--- config.mk ---
export PLATFORM = sky130hd
export DESIGN_NAME = switch_input_port
export DESIGN_NICKNAME = d
export VERILOG_FILES = /design/src/rtl/switch_input_port.sv
export SDC_FILE = /design/constraint.sdc
export NUM_CORES = 1
export LEC_CHECK = 0
export CORE_ASPECT_RATIO = 0.6
export CORE_MARGIN = 3
export CORE_UTILIZATION = 35
export DETAILED_ROUTE_END_ITERATION = 12
export PLACE_DENSITY_LB_ADDON = 0.3
export SLEW_MARGIN = 40
export SYNTH_ARGS = -nofsm -noshare
export SYNTH_HDL_FRONTEND = slang
export SYNTH_SLANG_ARGS = --single-unit
export TNS_END_PERCENT = 10
--- constraint.sdc ---
create_clock -name clk -period 3.98 [get_ports clk]
set_clock_uncertainty 0.1 [all_clocks]
set_input_delay 0.796 -clock clk [delete_from_list [all_inputs] [get_ports clk]]
set_output_delay 0.796 -clock clk [all_outputs]
set_load 0.02 [all_outputs]
--- src/rtl/switch_input_port.sv ---
// -----------------------------------------------------------------------------
// switch_input_port
//
// Three-switch input block. Each raw switch level is synchronised, debounced
// and turned into a press event on its debounced rising edge. Events are
// queued in a small FIFO that the CPU drains through a 4-entry read map.
// irq is high while the FIFO holds anything.
//
// Ports
//   clk       in   1  single clock, everything updates on its rising edge
//   reset     in   1  synchronous, active-high reset
//   i_sw      in   3  raw asynchronous switch levels, active high
//   rd_en     in   1  CPU read strobe, one cycle per access
//   rd_addr   in   2  register select while rd_en=1
//   rd_data   out  8  read data, registered, valid when rd_valid=1, held otherwise
//   rd_valid  out  1  one-cycle pulse, one cycle after each rd_en
//   irq       out  1  high while the event FIFO is non-empty
//
// Read map
//   0 : {5'b0, debounced[2:0]}
//   1 : {overflow, 2'b0, occupancy[4:0]}   (clears overflow; a same-cycle set wins)
//   2 : FIFO head, pops one entry; 8'h00 and no pop when empty
//   3 : press counter (accepted pushes, wraps)
// -----------------------------------------------------------------------------
module switch_input_port #(
    parameter int DEBOUNCE_CYCLES = 250000,
    parameter int FIFO_DEPTH      = 4
) (
    input  logic       clk,
    input  logic       reset,
    input  logic [2:0] i_sw,
    input  logic       rd_en,
    input  logic [1:0] rd_addr,
    output logic [7:0] rd_data,
    output logic       rd_valid,
    output logic       irq
);

    localparam int CNT_W = (DEBOUNCE_CYCLES > 1) ? $clog2(DEBOUNCE_CYCLES) : 1;
    localparam int PTR_W = $clog2(FIFO_DEPTH);
    localparam int OCC_W = PTR_W + 1;

    // The counter reaching CNT_LAST while still mismatched marks the
    // DEBOUNCE_CYCLES-th consecutive mismatch cycle.
    localparam logic [CNT_W-1:0] CNT_LAST = CNT_W'(DEBOUNCE_CYCLES - 1);
    localparam logic [OCC_W-1:0] OCC_FULL = OCC_W'(FIFO_DEPTH);

    // ------------------------------------------------------------------
    // State
    // ------------------------------------------------------------------
    logic [2:0]       r_sync1;
    logic [2:0]       r_sync2;
    logic [CNT_W-1:0] r_cnt [3];
    logic [2:0]       r_deb;
    logic [2:0]       r_pend;

    logic [7:0]       r_mem [FIFO_DEPTH];
    logic [PTR_W-1:0] r_wr_ptr;
    logic [PTR_W-1:0] r_rd_ptr;
    logic [OCC_W-1:0] r_occ;
    logic             r_ovf;
    logic [7:0]       r_press;

    logic [7:0]       r_rd_data;
    logic             r_rd_valid;
    logic             r_irq;

    // ------------------------------------------------------------------
    // Next-state / combinational signals
    // ------------------------------------------------------------------
    logic [CNT_W-1:0] w_cnt_d [3];
    logic [2:0]       w_deb_d;
    logic [2:0]       w_rise;

    logic             w_push_valid;
    logic [1:0]       w_push_idx;
    logic [2:0]       w_pend_clr;
    logic [7:0]       w_push_entry;

    logic             w_rd_fifo;
    logic             w_rd_stat;
    logic             w_empty;
    logic             w_full;
    logic             w_pop;
    logic             w_push_ok;
    logic             w_drop;
    logic [OCC_W-1:0] w_occ_d;
    logic [4:0]       w_occ5;
    logic [7:0]       w_rd_mux;

    assign rd_data  = r_rd_data;
    assign rd_valid = r_rd_valid;
    assign irq      = r_irq;

    // ------------------------------------------------------------------
    // Debounce: count consecutive cycles where the synchronised level
    // disagrees with the debounced level; any agreement restarts at 0.
    // ------------------------------------------------------------------
    always_comb begin
        w_deb_d = r_deb;
        w_rise  = 3'b000;
        for (int i = 0; i < 3; i++) begin
            w_cnt_d[i] = '0;
            if (r_sync2[i] != r_deb[i]) begin
                if (r_cnt[i] == CNT_LAST) begin
                    w_deb_d[i] = r_sync2[i];
                    // only 0->1 transitions raise an event
                    w_rise[i]  = r_sync2[i];
                end else begin
                    w_cnt_d[i] = r_cnt[i] + CNT_W'(1);
                end
            end
        end
    end

    // ------------------------------------------------------------------
    // Push arbitration: lowest-index pending switch wins, one per cycle.
    // ------------------------------------------------------------------
    always_comb begin
        w_push_valid = |r_pend;
        w_push_idx   = 2'd0;
        w_pend_clr   = 3'b000;
        if (r_pend[0]) begin
            w_push_idx = 2'd0;
            w_pend_clr = 3'b001;
        end else if (r_pend[1]) begin
            w_push_idx = 2'd1;
            w_pend_clr = 3'b010;
        end else if (r_pend[2]) begin
            w_push_idx = 2'd2;
            w_pend_clr = 3'b100;
        end
    end

    assign w_push_entry = {1'b1, 5'b00000, w_push_idx};

    // ------------------------------------------------------------------
    // FIFO control. A pop frees a slot in the same cycle, so a push onto
    // a full FIFO is accepted when it coincides with a pop.
    // ------------------------------------------------------------------
    assign w_rd_fifo = rd_en && (rd_addr == 2'd2);
    assign w_rd_stat = rd_en && (rd_addr == 2'd1);
    assign w_empty   = (r_occ == '0);
    assign w_full    = (r_occ == OCC_FULL);
    assign w_pop     = w_rd_fifo && !w_empty;
    assign w_push_ok = w_push_valid && (!w_full || w_pop);
    assign w_drop    = w_push_valid && w_full && !w_pop;

    always_comb begin
        w_occ_d = r_occ;
        if (w_push_ok && !w_pop) begin
            w_occ_d = r_occ + OCC_W'(1);
        end else if (w_pop && !w_push_ok) begin
            w_occ_d = r_occ - OCC_W'(1);
        end
    end

    assign w_occ5 = 5'(r_occ);

    // ------------------------------------------------------------------
    // Read mux, sampled into r_rd_data on the rd_en cycle.
    // ------------------------------------------------------------------
    always_comb begin
        w_rd_mux = 8'h00;
        unique case (rd_addr)
            2'd0: w_rd_mux = {5'b00000, r_deb};
            2'd1: w_rd_mux = {r_ovf, 2'b00, w_occ5};
            2'd2: w_rd_mux = w_empty ? 8'h00 : r_mem[r_rd_ptr];
            2'd3: w_rd_mux = r_press;
            default: w_rd_mux = 8'h00;
        endcase
    end

    // ------------------------------------------------------------------
    // Sequential state
    // ------------------------------------------------------------------
    always_ff @(posedge clk) begin
        if (reset) begin
            r_sync1    <= 3'b000;
            r_sync2    <= 3'b000;
            for (int i = 0; i < 3; i++) begin
                r_cnt[i] <= '0;
            end
            r_deb      <= 3'b000;
            r_pend     <= 3'b000;
            r_wr_ptr   <= '0;
            r_rd_ptr   <= '0;
            r_occ      <= '0;
            r_ovf      <= 1'b0;
            r_press    <= 8'h00;
            r_rd_data  <= 8'h00;
            r_rd_valid <= 1'b0;
            r_irq      <= 1'b0;
        end else begin
            r_sync1 <= i_sw;
            r_sync2 <= r_sync1;
            for (int i = 0; i < 3; i++) begin
                r_cnt[i] <= w_cnt_d[i];
            end
            r_deb <= w_deb_d;

            // A rise on a still-pending switch simply merges into the set bit.
            r_pend <= (r_pend & ~w_pend_clr) | w_rise;

            if (w_push_ok) begin
                r_wr_ptr <= r_wr_ptr + PTR_W'(1);
                r_press  <= r_press + 8'd1;
            end
            if (w_pop) begin
                r_rd_ptr <= r_rd_ptr + PTR_W'(1);
            end
            r_occ <= w_occ_d;
            r_irq <= (w_occ_d != '0);

            // A drop in the same cycle as a status read keeps the flag set.
            if (w_drop) begin
                r_ovf <= 1'b1;
            end else if (w_rd_stat) begin
                r_ovf <= 1'b0;
            end

            r_rd_valid <= rd_en;
            if (rd_en) begin
                r_rd_data <= w_rd_mux;
            end
        end
    end

    // Storage needs no reset: occupancy gates every read of it.
    always_ff @(posedge clk) begin
        if (!reset && w_push_ok) begin
            r_mem[r_wr_ptr] <= w_push_entry;
        end
    end

endmodule

==> results.toml <==
[status]
outcome = "finished clean"

[critical_path]
critPathKind = "input pin to register"
cp-end-kind = "register"
slowest_delay_ps = 880
crit_chain = "clkdlybuf4s50_1, nand3b_1, a211oi_1, nand3_1, xor2_1, nor2_1"
cp_slowest_cell = "clkdlybuf4s50_1"
start_kind = "input pin"
arrival_ps = 2980
cp_max_fo = 21
worst_ep_required_time_ps = 4110
r2r_slack_ps = 1730

[floorplanning]
rows = 31
dieArea_um2 = 14300
die_width_um = 152
dieHeight_um = 93.7
start_util_pct = 36.5
top_level_ports = 18
coreArea_um2 = 12300

[final_layout]
nets = 512
area_delta_synth_final_pct = 12.9
diodes = 0
drive_gt1_share_pct = 5.42
fin_area_um2 = 5060
fin_cells = 663
fillers = 1209

[sta]
min_period_ps = 2850
hold_ws_ps = 342
hold_violations = 0
period_share_pct = 71.7
finalMaxSlewViolations = 0
fmaxAchievable_mhz = 351
worstMarginPinSlew_ps = 685
finalSetupTns_ps = 0
maxSlewHeadroom_pct = 54.0
setup_viol = 0
rsz0062_at_grt = "no"

[grt]
grt-ovfl-total = 0
grt_max_degree = 24
grt_usage_pct = 12.7
first_global_vias = 2992
grt_pass1_wl_mm = 14.6
grt_antenna_before_repair = 0

[power]
p_leak_uw = 0.00170
power_density_nw_per_um2 = 389
peakVddDrop_mv = 0.188

[synthesis]
ys.warnings.count = 0
synth_xor_area_share_pct = 12.1
async_flop_share_pct = 0
synth_top_cell_by_area = "dfxtp_1"
ys_types = 48
syn_nets = 503
synth_edf_count = 8
synth_top_area_share_pct = 42.0
avgSynthCellArea_um2 = 9.27
synthTopCellsByArea = "dfxtp_1 (42%), nor2_1 (7.2%), xor2_1 (7.0%)"
synth_top_family_by_area = "simple AND/OR/NAND/NOR gates"
synth_mux_area_share_pct = 2.18
ys_seq_area_share_pct = 47.3
ys.flop_type = "dfxtp_1"
synthAdderAreaFrac_pct = 3.07
synth_area_um2 = 4490
syn_inst = 484
synth_compound_area_share_pct = 4.97
synth_seq_cells = 102
synth_simple_gate_area_share_pct = 26.8

[routing]
drtAntennaViolNets = 0
vias = 3283
drtIter0Drc = 166
drc = 0
routedWlPerCell_um = 13.0
drt_wl_total_mm = 8.62
viasPerCell = 4.95
dr.pass1.iters = 5

[cts]
max-clock-path-buffers = 2
cts_tree = "yes"
hold_buffers = 0
clock_latency_ps = 340
cts_resized = 0
cts_made_buffers = 9
clk_pin_slew_ps = 70
root_buffer = "clkbuf_16"
cts.sink_count = 102
htreeDepth = 3
cts_setup_buffers = 0

[place]
gp_congestion = 0.791
io_buffers = 17
place_hpwl_mm = 6.16
dp_cells = 647
placed_area_um2 = 4760

[min_path]
worstHoldPathType = "register to register"

[job]
cap_violations = 0
[cell families after synthesis]
kind of cell,after synthesis
buffers and inverters,31
multiplexers,7
adder cells (fa/ha/maj),11
AND/OR/NAND/NOR,238
AO/OA/AOI/OAI,33
XOR/XNOR,62
flip-flops,102
[path summary, 6_finish.rpt]
kind	to	start	cells past startpoint
setup / recovery	r_press[5]	rd_en	6
hold / removal	r_sync2[2]	r_sync1[2]	1
setup reg to reg	irq	r_occ[1]	7
hold reg to reg	r_sync2[2]	r_sync1[2]	1
[cells in the mapped netlist (all sizes together), types with 3 or more instances]
master	number
clkbuf	8
nand3b	5
and4	4
nand2b	7
mux2i	3
buf	14
edfxtp	8
nor4b	3
xnor2	26
nand4	16
nor2	86
nand3	27
nor2b	9
xor2	36
o21ai	5
nor4	6
or3	5
dfxtp	94
ha	11
and3	11
a21oi	13
nand2	33
nor3b	3
a211oi	6
nor3	11
inv	9
and2	7
[critical path, delay by kind of cell]
family / cells / cell delay [ps]
AO/OA/AOI/OAI: 1 / 520
buffers and inverters: 1 / 880
XOR/XNOR: 1 / 170
AND/OR/NAND/NOR: 3 / 620
[sequential cells by signal, summed over array words and instances, names as in the netlist, named ones only]
name      count
r_mem         8
rd_data       8
r_sync1       3
rd_valid      1
r_pend        3
r_deb         3
r_rd_ptr      2
r_press       8
r_cnt        54
r_wr_ptr      2
r_occ         3
r_ovf         1
irq           1
r_sync2       3
[area by class of cell]
class	instances	area, µm²	area share, %
multi-input cells	351	2200	43.5
flip-flops and latches	102	2120	41.9
clock buffers	14	297	5.86
well taps	165	206	4.08
repair buffers	20	193	3.81
inverters	9	33.8	0.667
clock inverters	2	10.0	0.198
[cell usage in the layout, fill, tap and decap left out, types with 7 or more instances in the layout]
| master | n |
|---|---|
| and2_1 | 7 |
| dfxtp_1 | 94 |
| nor2b_1 | 9 |
| ha_1 | 11 |
| and3_1 | 11 |
| inv_1 | 9 |
| edfxtp_1 | 8 |
| nand2_1 | 33 |
| a21oi_1 | 12 |
| nor3_1 | 10 |
| xnor2_1 | 26 |
| clkbuf_16 | 11 |
| clkdlybuf4s50_1 | 17 |
| nand4_1 | 16 |
| nand2b_1 | 7 |
| nand3_1 | 27 |
| xor2_1 | 36 |
| nor2_1 | 86 |
[layer usage]
layer	routed length (µm)	part of all wire [%]	global-route usage, %	vias to the layer above
li1	-	-	-	1673
met3	451	5.2	4.28	12
met4	121	1.4	4.71	0
met1	4630	54	18.6	1527
met5	0	0	0	-
met2	3420	40	16.9	71
[power breakdown]
group          total (µW)  internal (µW)  switching, µW
logic                48.4           19.6           28.7
clock network         880            516            364
registers            1040           1040           3.41
total                1970           1570            396
[through the flow]
| stage | total power [µW] | setup WS (ps) | util (%) |
|---|---|---|---|
| 2_1_floorplan | 1100 | 1750 | - |
| 3_3_place_gp | 1110 | 824 | 38.7 |
| 3_5_place_dp | 1110 | 744 | 38.7 |
| 4_1_cts | 2000 | 1090 | 41.2 |
| 5_1_grt | 2040 | 887 | 41.2 |
| 6_report | 1970 | 1130 | 41.2 |
Power figures use the tool's default switching activity.
